### config.mk
export PLATFORM = sky130hd
export DESIGN_NAME = usb_crc_appender
export DESIGN_NICKNAME = d
export VERILOG_FILES = /design/src/rtl/usb_crc_appender.sv
export SDC_FILE = /design/constraint.sdc
export NUM_CORES = 1
export LEC_CHECK = 0
export BUFFER_PORTS_ARGS = -buffer_cell sky130_fd_sc_hd__buf_4
export CORE_MARGIN = 2
export CORE_UTILIZATION = 50
export DETAILED_ROUTE_END_ITERATION = 10
export GPL_ROUTABILITY_DRIVEN = 0
export PLACE_DENSITY = 0.74
export SYNTH_ARGS = -nofsm -noshare
export SYNTH_HDL_FRONTEND = slang
export SYNTH_SLANG_ARGS = --single-unit
### constraint.sdc
create_clock -name clk -period 3.8 [get_ports clk]
set_clock_uncertainty 0.2 [all_clocks]
set_input_delay 0.95 -clock clk [delete_from_list [all_inputs] [get_ports clk]]
set_output_delay 0.95 -clock clk [all_outputs]
set_load 0.005 [all_outputs]
### src/rtl/usb_crc_appender.sv
// Bit-serial CRC stage on the USB transmit path, between the bit-stream
// encoder and the bit stuffer. PID bits pass through untouched. The body
// feeds a token (A) or data (B) CRC, and the complemented remainder is
// appended MSB-first. Handshake packets pass through with no CRC.
// Pass-through is zero-latency valid/ready.
//
// Ports:
//   clk, rst_n             clock, asynchronous active-low reset
//   start, mode            packet start request and type (01 token, 11 data, 10 handshake)
//   in_valid/in_bit/in_last/in_ready       upstream bit stream
//   out_valid/out_bit/out_first/out_last/out_ready  downstream bit stream
//   busy                   packet in progress
//   err                    one-cycle pulse after a framing error in the PID
module usb_crc_appender #(
    parameter int unsigned          CRC_A_W    = 5,
    parameter logic [CRC_A_W-1:0]   CRC_A_POLY = 5'h05,
    parameter int unsigned          CRC_B_W    = 16,
    parameter logic [CRC_B_W-1:0]   CRC_B_POLY = 16'h8005,
    parameter int unsigned          PID_BITS   = 8
) (
    input  logic       clk,
    input  logic       rst_n,
    input  logic       start,
    input  logic [1:0] mode,
    input  logic       in_valid,
    input  logic       in_bit,
    input  logic       in_last,
    output logic       in_ready,
    output logic       out_valid,
    output logic       out_bit,
    output logic       out_first,
    output logic       out_last,
    input  logic       out_ready,
    output logic       busy,
    output logic       err
);

    localparam int unsigned CRC_W = (CRC_A_W > CRC_B_W) ? CRC_A_W : CRC_B_W;
    localparam int unsigned IDX_W = (CRC_W > 1) ? $clog2(CRC_W) : 1;
    localparam int unsigned CNT_W = $clog2(PID_BITS + 1);

    localparam logic [1:0] MODE_TOKEN = 2'b01;
    localparam logic [1:0] MODE_DATA  = 2'b11;
    localparam logic [1:0] MODE_HS    = 2'b10;

    typedef enum logic [1:0] {
        S_IDLE,
        S_PID,
        S_BODY,
        S_CRC
    } state_t;

    state_t             state_q, state_d;
    logic [1:0]         mode_q, mode_d;
    logic [CRC_W-1:0]   crc_q, crc_d;
    logic [CNT_W-1:0]   bit_cnt_q, bit_cnt_d;
    logic [IDX_W-1:0]   crc_idx_q, crc_idx_d;
    logic               err_q, err_d;

    logic [CRC_A_W-1:0] crc_a;
    logic [CRC_B_W-1:0] crc_b;
    logic               fb_a, fb_b;
    logic [CRC_W-1:0]   crc_upd;
    logic [IDX_W-1:0]   crc_top_idx;
    logic               xfer;
    logic               pid_last;
    logic               pid_end_hs;
    logic               pid_end_zlp;

    // State register
    always_ff @(posedge clk or negedge rst_n) begin
        if (!rst_n) begin
            state_q   <= S_IDLE;
            mode_q    <= 2'b00;
            crc_q     <= '1;
            bit_cnt_q <= '0;
            crc_idx_q <= '0;
            err_q     <= 1'b0;
        end else begin
            state_q   <= state_d;
            mode_q    <= mode_d;
            crc_q     <= crc_d;
            bit_cnt_q <= bit_cnt_d;
            crc_idx_q <= crc_idx_d;
            err_q     <= err_d;
        end
    end

    // One LFSR step for the active CRC; token mode touches only the low CRC_A_W bits
    always_comb begin
        crc_a   = crc_q[CRC_A_W-1:0];
        crc_b   = crc_q[CRC_B_W-1:0];
        fb_a    = in_bit ^ crc_a[CRC_A_W-1];
        fb_b    = in_bit ^ crc_b[CRC_B_W-1];
        crc_upd = crc_q;
        if (mode_q == MODE_TOKEN) begin
            crc_upd[CRC_A_W-1:0] = {crc_a[CRC_A_W-2:0], 1'b0} ^ (CRC_A_POLY & {CRC_A_W{fb_a}});
        end else begin
            crc_upd[CRC_B_W-1:0] = {crc_b[CRC_B_W-2:0], 1'b0} ^ (CRC_B_POLY & {CRC_B_W{fb_b}});
        end
        crc_top_idx = (mode_q == MODE_TOKEN) ? IDX_W'(CRC_A_W - 1) : IDX_W'(CRC_B_W - 1);
    end

    // Next-state and streaming outputs
    always_comb begin
        state_d   = state_q;
        mode_d    = mode_q;
        crc_d     = crc_q;
        bit_cnt_d = bit_cnt_q;
        crc_idx_d = crc_idx_q;
        err_d     = 1'b0;
        in_ready  = 1'b0;
        out_valid = 1'b0;
        out_bit   = 1'b0;
        out_first = 1'b0;
        out_last  = 1'b0;

        xfer        = in_valid & out_ready;
        pid_last    = (bit_cnt_q == CNT_W'(PID_BITS - 1));
        pid_end_hs  = pid_last && (mode_q == MODE_HS);
        pid_end_zlp = pid_last && (mode_q == MODE_DATA);

        case (state_q)
            S_IDLE: begin
                if (start && (mode != 2'b00)) begin
                    state_d   = S_PID;
                    mode_d    = mode;
                    crc_d     = '1;
                    bit_cnt_d = '0;
                end
            end

            S_PID: begin
                in_ready  = out_ready;
                out_valid = in_valid;
                out_bit   = in_bit;
                out_first = (bit_cnt_q == '0);
                // A zero-length data packet still owes its CRC, so it is not last here
                out_last  = in_last && !pid_end_zlp;
                if (xfer) begin
                    bit_cnt_d = bit_cnt_q + CNT_W'(1);
                    if (in_last) begin
                        if (pid_end_hs) begin
                            state_d = S_IDLE;
                        end else if (pid_end_zlp) begin
                            state_d   = S_CRC;
                            crc_idx_d = IDX_W'(CRC_B_W - 1);
                        end else begin
                            state_d = S_IDLE;
                            err_d   = 1'b1;
                        end
                    end else if (pid_last) begin
                        state_d = S_BODY;
                    end
                end
            end

            S_BODY: begin
                in_ready  = out_ready;
                out_valid = in_valid;
                out_bit   = in_bit;
                out_last  = in_last && (mode_q == MODE_HS);
                if (xfer) begin
                    if (mode_q != MODE_HS) begin
                        crc_d = crc_upd;
                    end
                    if (in_last) begin
                        if (mode_q == MODE_HS) begin
                            state_d = S_IDLE;
                        end else begin
                            state_d   = S_CRC;
                            crc_idx_d = crc_top_idx;
                        end
                    end
                end
            end

            S_CRC: begin
                out_valid = 1'b1;
                out_bit   = ~crc_q[crc_idx_q];
                out_last  = (crc_idx_q == '0);
                if (out_ready) begin
                    if (crc_idx_q == '0) begin
                        state_d = S_IDLE;
                    end else begin
                        crc_idx_d = crc_idx_q - IDX_W'(1);
                    end
                end
            end

            default: begin
                state_d = S_IDLE;
            end
        endcase
    end

    assign busy = (state_q != S_IDLE);
    assign err  = err_q;

endmodule

== After elaboration in Yosys (flattened, before gate mapping) ==
Index checks and enable logic that the tools add are counted.

* Equality and inequality tests: 22
* Add/sub/neg operators: 2
* Shift operators: 0
* $mul: 0
* Muxes and demuxes: 44
* Order comparisons: 1
* Reduce and logical (&&, ||, !) cells: 21
* Bitwise logic cells: 6
* Divide/modulo/power cells: 0

{| class="wikitable"
|+ Operators by type and width
! kind !! count
|-
| 2-to-1 mux 16 bit || 3
|-
| 2-to-1 mux 4 bit || 12
|-
| one-hot mux 16 bit (2 select lines) || 1
|-
| inequality test 2 bit (second input constant) || 14
|-
| 2-to-1 mux 2 bit || 11
|-
| XOR 16 bit || 1
|-
| one-hot mux 4 bit (3 select lines) || 1
|-
| 2-to-1 mux 11 bit || 1
|-
| AND reduction 10 bit || 1
|-
| equality test 2 bit (second input constant) || 4
|-
| zero test 4 bit || 2
|-
| 2-to-1 mux 1 bit || 8
|-
| one-hot mux 2 bit (4 select lines) || 1
|-
| one-hot mux 4 bit (2 select lines) || 1
|-
| nonzero test 2 bit || 4
|-
| AND reduction 7 bit || 1
|-
| logical AND 1 bit || 5
|-
| < comparator 4 x 5 -> 1 bit (second input constant) || 1
|-
| 2-to-1 mux 5 bit || 1
|-
| AND reduction 5 bit || 1
|-
| XOR 5 x 3 -> 5 bit || 1
|-
| adder 4 x 1 -> 4 bit (second input constant) || 1
|-
| binary-select mux 1 bit (select 4 bit) || 1
|-
| equality test 2 x 1 -> 1 bit (second input constant) || 2
|-
| 15 further kinds || 17
|}

* Memory bits (writable): 0
* Bits in latches: 0
* Register bits after elaboration: 29
* Logic and storage cells: 103
* Memories kept: 0
* Input port bits: 9
* Output and inout bits: 7
* Bits in read-only memories: 0

== Logic depth before layout (Yosys ltp) ==
Gate-level depths: netlist (run 1).

* Word-level depth: 7
* Depth in mapped cells: 8
* Mapped depth without buffers: 7

== Worst setup path after synthesis (run 1) ==
No wires, ideal clock.

* Kind: reg-to-output
* Start point: register crc_q[11], in the netlist crc_b[11]
* End point: output port out_bit
* Arrival time: 1.436 ns
* Slack: 1.214 ns
* Path buffers: 0
* Required time: 2.650 ns
* Cell stages (with the launch flop): 6
* Cells stage by stage: dfstp_2 -> inv_1 -> mux4_2 -> or3_1 -> o21ai_1 -> o21ai_1

* Longest elaborated chain between the ends: 4

{| class="wikitable"
|+ RTL lines
! item !! RTL line !! RTL
|-
| start, declared || 55 || <nowiki>logic [CRC_W-1:0] crc_q, crc_d;</nowiki>
|-
| start signal, assigned || 82 || <nowiki>crc_q <= crc_d;</nowiki>
|-
| binary-select mux 1 bit (select 4 bit) || 180 || <nowiki>out_bit = ~crc_q[crc_idx_q];</nowiki>
|-
| 2-to-1 mux 1 bit (implied by the code) || 180 ||
|-
| inverter 1 bit || 180 ||
|-
| one-hot mux 1 bit (2 select lines) || 123 || <nowiki>case (state_q)</nowiki>
|-
| end, declared || 30 || <nowiki>output logic out_bit,</nowiki>
|}

Every way passes these cells. The select of a mux whose other input is x is not followed.

== Final worst setup path (run 1) ==
* Start point: register state_q[0]
* End point: output port out_last

* Longest elaborated chain between the ends: 2
* Elaborated cells on any way between the ends: 4
* Those cells by class: eq/ne: 3; mux: 1

{| class="wikitable"
|+ RTL lines
! item !! RTL line !! RTL
|-
| start, declared || 53 || <nowiki>state_t state_q, state_d;</nowiki>
|-
| start signal, assigned || 80 || <nowiki>state_q <= state_d;</nowiki>
|-
| equality test 2 bit or equality test 2 x 1 -> 1 bit (tied branches) || 123 ||
|-
| one-hot mux 1 bit (3 select lines) * || 123 ||
|-
| end, declared || 32 || <nowiki>output logic out_last,</nowiki>
|}

Mark *: on every way between the ends. The rest lies on a longest branch, timed or not.

==> results of run 1 <==
==> metal layers <==
metal  GRT usage [%]  wire, um  vias to the layer above
met5               0         0                        -
met4            6.25        54                        0
met3            5.38       132                        5
met2            31.7      1720                       24
met1            28.2      1810                      729
li1                -         -                      745
==> power by group through the flow <==
stage                     registers [mW]  logic [mW]  clock network (mW)
after floorplan                    0.412       0.450                   0
after global placement             0.451       0.548                   0
after detailed placement           0.452       0.553                   0
after CTS                          0.448       0.556               0.307
after global routing               0.461       0.628               0.322
final                              0.450       0.556               0.301
==> critical path, delay by kind of cell, from the launching register on <==
| kind | cells | cell delay, ns |
|---|---|---|
| AO/OA/AOI/OAI | 2 | 0.24 |
| adder cells (fa/ha/maj) | 1 | 0.77 |
| buffers and inverters | 2 | 0.26 |
| flip-flops | 1 | 0.41 |
| AND/OR/NAND/NOR | 1 | 0.16 |
==> how the worst min path moves through the flow <==
stage	slack (ns)	start	cells after the start	to
after floorplan	0.26	crc_b[12]	2	crc_b[13]
after global placement	0.28	crc_b[12]	2	crc_b[13]
after detailed placement	0.29	crc_b[11]	2	crc_b[11]
after CTS	0.30	crc_b[0]	2	crc_b[1]
after global routing	0.32	crc_b[3]	2	crc_b[3]
final	0.30	crc_b[0]	2	crc_b[1]
==> sequential cells by signal, summed over array words and instances, names as in the netlist <==
signal     cells
bit_cnt_q      4
crc_b         16
crc_idx_q      4
err            1
mode_q         2
state_q        2
==> kinds of logic after synthesis <==
kind of cell / count (synthesis) / share of synthesized area [%]
AO/OA/AOI/OAI: 51 / 17.8
XOR/XNOR: 3 / 1.41
adder cells (fa/ha/maj): 9 / 6.04
buffers and inverters: 35 / 8.26
flip-flops: 29 / 40.0
multiplexers: 9 / 7.65
AND/OR/NAND/NOR: 70 / 18.9
==> cells in the final DEF, fill, tap and decap left out, types with 3 or more instances in the layout <==
cell	instances
sky130_fd_sc_hd__nand4_1	3
sky130_fd_sc_hd__nor2_1	20
sky130_fd_sc_hd__buf_4	16
sky130_fd_sc_hd__clkbuf_8	6
sky130_fd_sc_hd__nand3_1	7
sky130_fd_sc_hd__a22o_1	4
sky130_fd_sc_hd__nor3_1	6
sky130_fd_sc_hd__nand2b_1	3
sky130_fd_sc_hd__mux4_2	4
sky130_fd_sc_hd__nor2b_1	4
sky130_fd_sc_hd__a31oi_1	17
sky130_fd_sc_hd__a21oi_1	9
sky130_fd_sc_hd__o21ai_0	5
sky130_fd_sc_hd__nand2_1	16
sky130_fd_sc_hd__ha_1	9
sky130_fd_sc_hd__dfrtp_1	13
sky130_fd_sc_hd__dfstp_2	16
sky130_fd_sc_hd__inv_1	24
sky130_fd_sc_hd__o21ai_1	7
sky130_fd_sc_hd__mux2i_1	3
==> through the flow <==
step                      utilization (%)  total power, mW  instance area, um2
after floorplan                         -            0.861                1860
after global placement               54.5            0.999                1980
after detailed placement             54.5             1.00                1980
after CTS                            57.6             1.31                2090
after global routing                 57.6             1.41                2090
final                                57.6             1.31                2090
==> area by class of cell <==
type / count / area [um2] / share of cell area, %
clock buffers: 8 / 111 / 5.32
well taps: 48 / 60.1 / 2.87
repair buffers: 16 / 120 / 5.74
multi-input cells: 142 / 965 / 46.1
flip-flops and latches: 29 / 746 / 35.6
inverters: 24 / 90.1 / 4.31
==> flow_metrics.env, run 1 <==
export IMPL_fp_coreArea_um2=3630
export IMPL_leading_post_synthesis_cells_by_instance_count="sky130_fd_sc_hd__inv_1 (24), sky130_fd_sc_hd__nor2_1 (20), sky130_fd_sc_hd__a31oi_1 (17)"
export IMPL_clkLatencyLatePin_ns=0.28
export IMPL_post_synth_main_area_contributors="sky130_fd_sc_hd__dfstp_2 (23%), sky130_fd_sc_hd__dfrtp_1 (17%), sky130_fd_sc_hd__ha_1 (6.0%)"
export IMPL_max_vdd_ir_drop_mv=0.438
export IMPL_synth_seq_area_share_pct=40.0
export IMPL_cts_root_buffer="sky130_fd_sc_hd__clkbuf_8"
export IMPL_synthesis_yosys_warnings=0
export IMPL_hold_path_class="reg2reg"
export IMPL_r2r_worst_path_cells=6
export IMPL_worst_r2r_endpoint="crc_b[15]"
export IMPL_syn_inst=206
export IMPL_dpl_hpwl_um=2710
export IMPL_leftover_overflow_at_the_end_of_global_routing=0
export IMPL_timing_critical_path_arrival_ns=2.12
export IMPL_top_level_ports=16
export IMPL_placedCellCount=259
export IMPL_postLayoutSetupSlackWorst_ns=0.532
export IMPL_cts_hold_repair_buffers=0
export IMPL_synth_edf_count=0
export IMPL_p_leak_nw=0.997
export IMPL_n_antenna_cell=0
export IMPL_layoutNonFillerInstCount=267
export IMPL_port_buffer_cells=15
export IMPL_synthDominantCellAreaShare_pct=22.6
export IMPL_worst_slew_pin_transition_ns=0.907
export IMPL_drive_gt1_share_pct=21.9
export IMPL_netlist_area_um2=1860
export IMPL_startpoint_type="flip-flop"
export IMPL_fin_worst_hold_slack_ns=0.295
export IMPL_share_seq_of_total_power_pct=34.4
export IMPL_cp_endpoint="out_last"
export IMPL_number_of_antenna_violations_at_the_first_check_in_global_routing=0
export IMPL_rsz_0062_raised_after_global_routing="false"
export IMPL_critPathCaptureType="primary output"
export IMPL_layout_min_cycle_time_ns=3.27
export IMPL_clkTransAtPathRegs_ns=0.06
export IMPL_syn_to_final_growth_pct=12.2
export IMPL_finalWirelength_um=3720
export IMPL_grt_pass1_vias=1433
export IMPL_design_final_nets=236
export IMPL_sw_pwr_uw=519
export IMPL_ff_latch_count_synth=29
export IMPL_initial_core_util_pct=51.3
export IMPL_synth_area_leader_cell="sky130_fd_sc_hd__dfstp_2"
export IMPL_via_per_inst=5.63
export IMPL_final_setup_viol_count=0
export IMPL_worstPathCellList="inv_1, ha_1, nand2_1, o2111ai_1, a21oi_1, buf_4"
export IMPL_combPwrFrac_pct=42.5
export IMPL_critical_path_max_fanout=28
export IMPL_dieWidth_um=65.1
export IMPL_clkSinkCount=29
export IMPL_netlist_cell_type_count=43
export IMPL_detail_route_wl_per_cell_um=13.9
export IMPL_max_slew_margin_pct=39.5
export IMPL_postCtsResizedCells=0
export IMPL_pre_cts_ws_ns=0.842
export IMPL_pwr_density_cell_nw_per_um2=625
export IMPL_die_height_um=65.1
export IMPL_final_antenna_net_count=0
export IMPL_clock_tree_buf_depth=2
export IMPL_grt_max_degree=30
export IMPL_min_period_over_period_pct=86.0
export IMPL_worst_path_required_time_ns=2.65
export IMPL_ys_flop_type="sky130_fd_sc_hd__dfstp_2"
export IMPL_ctsHtreeMaxLevel=2
export IMPL_share_clk_of_total_power_pct=23.0
export IMPL_detail_route_first_pass_iterations=4
export IMPL_final_hold_violation_count=0
export IMPL_critical_path_max_stage_delay_ns=0.77
export IMPL_drv_cap=0
export IMPL_core_rowCount=22
export IMPL_final_fill_count=338
export IMPL_number_of_drc_violations_after_detailed_routing_iteration_0=96
export IMPL_intPower_uw=788
export IMPL_worst_setup_path_startpoint="state_q[0]"
export IMPL_syn_mean_instance_area_um2=9.05
export IMPL_maxClockFrequency_mhz=306
export IMPL_outcome="completed"
export IMPL_totalNegativeSetupSlack_ns=0
export IMPL_dieArea_um2=4230
export IMPL_post_cts_repair_setup_buffers=0
export IMPL_cts_tree="yes"
export IMPL_detail_route_drc_violations=0
export IMPL_vias=1503
export IMPL_switching_share_pct=39.7
export IMPL_grtUsageTotal_pct=20.5
export IMPL_synth_most_common_cell="sky130_fd_sc_hd__inv_1"
export IMPL_crit_path_top_delay_cell="sky130_fd_sc_hd__ha_1"
export IMPL_grt_first_pass_wirelength_um=6640
export IMPL_report_final_slew_viol_count=0
export IMPL_worstReg2RegStart="state_q[0]"
export IMPL_synth_async_sr_flop_share_pct=100
export IMPL_syn_nets=224
export IMPL_numCtsBuffers=5
export IMPL_setup_worst_path_class="reg2out"
export IMPL_reg2reg_slack_ns=1.30
Power figures use the tool's default switching activity.
==> run 2, diff against run 1 <==
CELL_PAD_IN_SITES_DETAIL_PLACEMENT = 2   (was unset)
CELL_PAD_IN_SITES_GLOBAL_PLACEMENT = 2   (was unset)
CORE_UTILIZATION = 40   (was 50)
PLACE_DENSITY = 0.89   (was 0.74)
==> run 2 against run 1 <==
Sequential share of layout area is 0.28 points higher. Count of clock-buffer cells in the layout is 2 lower. Worst hold slack better by 0.013 ns. Sequential cell count did not move. First-iteration DRC count shrank 38%. Register-to-register slack improved by 0.13 ns. Global-route usage grew 3.6 points. Sequential power is 2% higher. Final cell count grew 1.9%. Critical path type unchanged. Combinational power up 9.9%. Power up 0.83%. Worst setup slack better by 0.085 ns.
==> flow_metrics.env, run 2 (same netlist as run 1, synthesis figures left out) <==
export IMPL_sw_pwr_uw=586
export IMPL_timing_critical_path_arrival_ns=2.03
export IMPL_grt_pass1_vias=1802
export IMPL_clkLatencyLatePin_ns=0.28
export IMPL_pwr_density_cell_nw_per_um2=635
export IMPL_finalWirelength_um=5690
export IMPL_final_antenna_net_count=0
export IMPL_placed_area_um2=1990
export IMPL_share_seq_of_total_power_pct=34.7
export IMPL_outcome="completed"
export IMPL_cp_common_cell="sky130_fd_sc_hd__o21ai_1"
export IMPL_final_cell_area_um2=2080
export IMPL_number_of_drc_violations_after_detailed_routing_iteration_0=60
export IMPL_dpl_hpwl_um=4180
export IMPL_r2r_worst_path_cells=7
export IMPL_dieArea_um2=5220
export IMPL_path_depth=5
export IMPL_number_of_antenna_violations_at_the_first_check_in_global_routing=0
export IMPL_fin_worst_hold_slack_ns=0.308
export IMPL_clock_tree_buf_depth=2
export IMPL_max_slew_margin_pct=65.8
export IMPL_grt_first_pass_wirelength_um=9500
export IMPL_placedCellCount=264
export IMPL_top_level_ports=16
export IMPL_critical_path_max_stage_delay_ns=0.57
export IMPL_critPathCaptureType="primary output"
export IMPL_layoutNonFillerInstCount=272
export IMPL_clkSinkCount=29
export IMPL_report_final_slew_viol_count=0
export IMPL_syn_to_final_growth_pct=11.3
export IMPL_combPwrFrac_pct=46.4
export IMPL_final_hold_violation_count=0
export IMPL_share_clk_of_total_power_pct=18.9
export IMPL_final_setup_viol_count=0
export IMPL_postCtsResizedCells=0
export IMPL_numCtsBuffers=5
export IMPL_cts_tree="yes"
export IMPL_design_final_nets=237
export IMPL_hold_path_class="reg2reg"
export IMPL_dieWidth_um=72.3
export IMPL_initial_core_util_pct=42.2
export IMPL_postLayoutSetupSlackWorst_ns=0.617
export IMPL_timing_critical_path_max_delay_family="flip-flops"
export IMPL_n_antenna_cell=0
export IMPL_worst_path_required_time_ns=2.65
export IMPL_p_leak_nw=0.991
export IMPL_die_height_um=72.3
export IMPL_detail_route_wl_per_cell_um=20.9
export IMPL_final_fill_count=494
export IMPL_rsz_0062_raised_after_global_routing="false"
export IMPL_post_cts_repair_setup_buffers=0
export IMPL_detail_route_first_pass_iterations=4
export IMPL_worstPathCellList="mux4_2, or3_1, o21ai_1, o21ai_1, buf_4"
export IMPL_drive_gt1_share_pct=22.3
export IMPL_detail_route_drc_violations=0
export IMPL_port_buffer_cells=15
export IMPL_intPower_uw=732
export IMPL_min_delay_path_depth=2
export IMPL_layout_cells_most_common="sky130_fd_sc_hd__inv_1"
export IMPL_grt_max_degree=30
export IMPL_clkTransAtPathRegs_ns=0.07
export IMPL_min_period_over_period_pct=83.8
export IMPL_cts_hold_repair_buffers=0
export IMPL_grtUsageTotal_pct=24.1
export IMPL_setup_worst_path_class="reg2out"
export IMPL_via_per_inst=5.94
export IMPL_vias=1615
export IMPL_leftover_overflow_at_the_end_of_global_routing=0
export IMPL_total_power_mw=1.32
export IMPL_maxClockFrequency_mhz=314
export IMPL_critical_path_n_buffers_inverters=1
export IMPL_layout_min_cycle_time_ns=3.18
export IMPL_drv_cap=0
export IMPL_max_vdd_ir_drop_mv=0.270
export IMPL_totalNegativeSetupSlack_ns=0
export IMPL_critical_path_max_fanout=8
export IMPL_layout_core_utilization_pct=47.0
export IMPL_startpoint_type="flip-flop"
export IMPL_cts_root_buffer="sky130_fd_sc_hd__clkbuf_8"
export IMPL_worst_slew_pin_transition_ns=0.508
export IMPL_ctsHtreeMaxLevel=2
export IMPL_fp_coreArea_um2=4410
export IMPL_most_common_layout_cells="sky130_fd_sc_hd__inv_1 (24), sky130_fd_sc_hd__nor2_1 (20), sky130_fd_sc_hd__a31oi_1 (17), sky130_fd_sc_hd__buf_4 (17)"
export IMPL_switching_share_pct=44.5
export IMPL_pre_cts_ws_ns=0.903
export IMPL_core_rowCount=24
export IMPL_largest_reg_flops=16
export IMPL_crit_path_top_delay_cell="sky130_fd_sc_hd__dfrtp_1"
==> run 2: changes by cell type in the layout (fill, tap and decap cells not counted), sizes merged <==
cell    previous run  this run
clkbuf             8         6
buf               16        17
clkinv             0         2
==> run 2: worst min-delay path, delay by kind of cell (launching register included) <==
family / cells / cell delay [ns]
compound gates: 1 / 0.08
buf+inv: 1 / 0.05
flops: 1 / 0.38
==> run 2: power by group through the flow <==
stage,sequential [mW],combinational [mW],clock (mW)
2_1_floorplan,0.412,0.450,0
5_1_grt,0.469,0.671,0.273
6_report,0.458,0.611,0.249
4_1_cts,0.457,0.615,0.259
3_3_place_gp,0.450,0.556,0
3_5_place_dp,0.461,0.607,0
==> run 2: area by class of cell <==
cell class	instances	area, um2	area share, %
multi-input cells	142	965	46.5
flip-flops and latches	29	746	35.9
repair buffers	17	128	6.15
inverters	24	90.1	4.34
clock buffers	6	72.6	3.50
well taps	52	65.1	3.13
clock inverters	2	10.0	0.482
==> run 2: final timing paths <==
kind | start | to | slack, ns
min in group asynchronous | rst_n | err | 0.38
max in group asynchronous | rst_n | crc_b[2] | 2.68
setup reg to reg | crc_idx_q[0] | crc_idx_q[1] | 1.43
hold reg to reg | crc_b[0] | crc_b[1] | 0.31
setup / recovery | crc_idx_q[0] | out_bit | 0.62
hold / removal | crc_b[0] | crc_b[1] | 0.31
==> run 2: routing by layer <==
metal	GRT usage [%]	vias to the layer above	part of all wire (%)	wire, um
li1	-	749	-	-
met1	30.5	825	43	2460
met2	42.0	34	53	3010
met3	4.72	7	2.9	163
met4	6.50	0	0.97	55
met5	0	-	0	0
==> run 3, diff against run 2 <==
CORE_UTILIZATION = 37   (was 40)
PLACE_DENSITY = 0.84   (was 0.89)
clock period = 3 ns   (was 3.8 ns; I/O delays follow)
==> run 3 against run 2 <==
First-iteration DRC count increased by 88%. Combinational power grew 32%. Largest cell class unchanged. Critical endpoint unchanged. Sequential power grew 27%. Global-route usage rose by 0.32 points. Cell area is 2.8% higher. Utilization is 2.4 points lower. Critical path type unchanged. Non-clock buffer count increased by 1.
==> flow_metrics.env, run 3 (same netlist as run 1, synthesis figures left out) <==
export IMPL_outcome="completed"
export IMPL_path_depth=6
export IMPL_leftover_overflow_at_the_end_of_global_routing=0
export IMPL_final_fill_count=540
export IMPL_critPathCaptureType="primary output"
export IMPL_clkLatencyLatePin_ns=0.29
export IMPL_report_final_slew_viol_count=0
export IMPL_grt_first_pass_wirelength_um=9900
export IMPL_routed_wl_met2_um=3130
export IMPL_crit_path_top_delay_cell="sky130_fd_sc_hd__dfstp_2"
export IMPL_critical_path_max_fanout=2
export IMPL_die_height_um=75.0
export IMPL_worst_slew_pin_transition_ns=0.483
export IMPL_via_per_inst=5.74
export IMPL_detailroute_wirelength_met3_um=188
export IMPL_design_final_nets=238
export IMPL_min_period_over_period_pct=97.5
export IMPL_totalNegativeSetupSlack_ns=0
export IMPL_dieArea_um2=5620
export IMPL_maxClockFrequency_mhz=342
export IMPL_grt_max_degree=30
export IMPL_total_power_mw=1.76
export IMPL_critical_path_n_buffers_inverters=2
export IMPL_p_leak_nw=1.01
export IMPL_highest_layer="met4"
export IMPL_worst_r2r_endpoint="crc_idx_q[0]"
export IMPL_r2r_worst_path_cells=7
export IMPL_clock_tree_buf_depth=2
export IMPL_most_common_layout_cells="sky130_fd_sc_hd__inv_1 (23), sky130_fd_sc_hd__nor2_1 (20), sky130_fd_sc_hd__buf_4 (18)"
export IMPL_max_slew_margin_pct=67.5
export IMPL_cts_root_buffer="sky130_fd_sc_hd__clkbuf_8"
export IMPL_drt_met1_wl_um=2710
export IMPL_max_vdd_ir_drop_mv=0.467
export IMPL_initial_core_util_pct=39.0
export IMPL_syn_to_final_growth_pct=14.5
export IMPL_number_of_drc_violations_after_detailed_routing_iteration_0=113
export IMPL_final_hold_violation_count=0
export IMPL_cts_tree="yes"
export IMPL_grt_pass1_vias=1831
export IMPL_number_of_antenna_violations_at_the_first_check_in_global_routing=0
export IMPL_top_level_ports=16
export IMPL_drv_cap=0
export IMPL_dpl_hpwl_um=4410
export IMPL_vias=1653
export IMPL_n_antenna_cell=0
export IMPL_detail_route_drc_violations=0
export IMPL_largest_reg_flops=16
export IMPL_timing_critical_path_arrival_ns=1.98
export IMPL_layout_min_cycle_time_ns=2.93
export IMPL_layout_cells_most_common="sky130_fd_sc_hd__inv_1"
export IMPL_startpoint_type="flip-flop"
export IMPL_fp_coreArea_um2=4790
export IMPL_setup_worst_path_class="reg2out"
export IMPL_port_buffer_cells=15
export IMPL_reg2reg_slack_ns=0.68
export IMPL_critical_path_max_stage_delay_ns=0.57
export IMPL_cp_common_cell="sky130_fd_sc_hd__o21ai_2"
export IMPL_clkSinkCount=29
export IMPL_finalWirelength_um=6130
export IMPL_final_antenna_net_count=0
export IMPL_final_setup_viol_count=0
export IMPL_hold_path_class="in2async"
export IMPL_timing_critical_path_max_delay_family="flip-flops"
export IMPL_rsz_0062_raised_after_global_routing="false"
export IMPL_detail_route_wl_per_cell_um=21.3
export IMPL_dieWidth_um=75.0
export IMPL_core_rowCount=25
export IMPL_clkTransAtPathRegs_ns=0.07
export IMPL_drive_gt1_share_pct=25.3
export IMPL_worstReg2RegStart="state_q[0]"
export IMPL_detail_route_first_pass_iterations=4
export IMPL_worstPathCellList="inv_2, mux4_2, or3_4, o21ai_2, o21ai_2, buf_4"
export IMPL_pwr_density_cell_nw_per_um2=827
export IMPL_numCtsBuffers=5
export IMPL_grtUsageTotal_pct=24.4
export IMPL_worst_path_required_time_ns=2.05
export IMPL_ctsHtreeMaxLevel=2
## run 3: worst max path at each step
stage,endpoint,from
after global placement,out_bit,crc_idx_q[0]
final,out_bit,crc_b[10]
after CTS,out_bit,crc_b[10]
after detailed placement,out_bit,crc_idx_q[0]
after global routing,out_last,bit_cnt_q[1]
after floorplan,out_bit,crc_b[11]
## run 3: power breakdown
group	switching [mW]	internal, mW	total (mW)
Sequential	0.113	0.468	0.581
Combinational	0.497	0.311	0.808
Clock	0.169	0.207	0.376
Total	0.778	0.986	1.76
## run 3: per-stage QoR
stage	hold WS, ns	setup slack (ns)	cells	area [um2]	utilization (%)
floorplan	0.254	0.614	206	1860	-
global placement	0.278	0.371	280	2020	42.2
CTS	0.192	0.00336	288	2120	44.3
detailed placement	0.295	0.294	280	2020	42.2
finish	0.186	0.0739	288	2130	44.6
global route	0.202	0.00122	288	2130	44.6
## run 3: layout make-up
type,instances,area (um2),area share [%]
multi-input combinational,142,977,45.8
sequential,29,747,35.0
timing repair buffer,18,135,6.33
clock buffer,7,96.3,4.51
inverter,24,90.1,4.22
tap,67,83.8,3.93
clock inverter,1,5.00,0.234
## run 3: routing by layer
| layer | up-vias | global-route usage, % |
|---|---|---|
| met5 | - | 0 |
| met4 | 0 | 7.94 |
| met3 | 12 | 5.09 |
| met2 | 37 | 40.0 |
| met1 | 850 | 32.4 |
| li1 | 754 | - |
## run 3: repair_timing
item / in CTS / in global routing
buffers inserted: 0 / 0
gates resized for setup: 1 / 4
hold buffers: 0 / 0
pin swaps: 1 / 0
endpoints found under the setup margin: 1 / 1
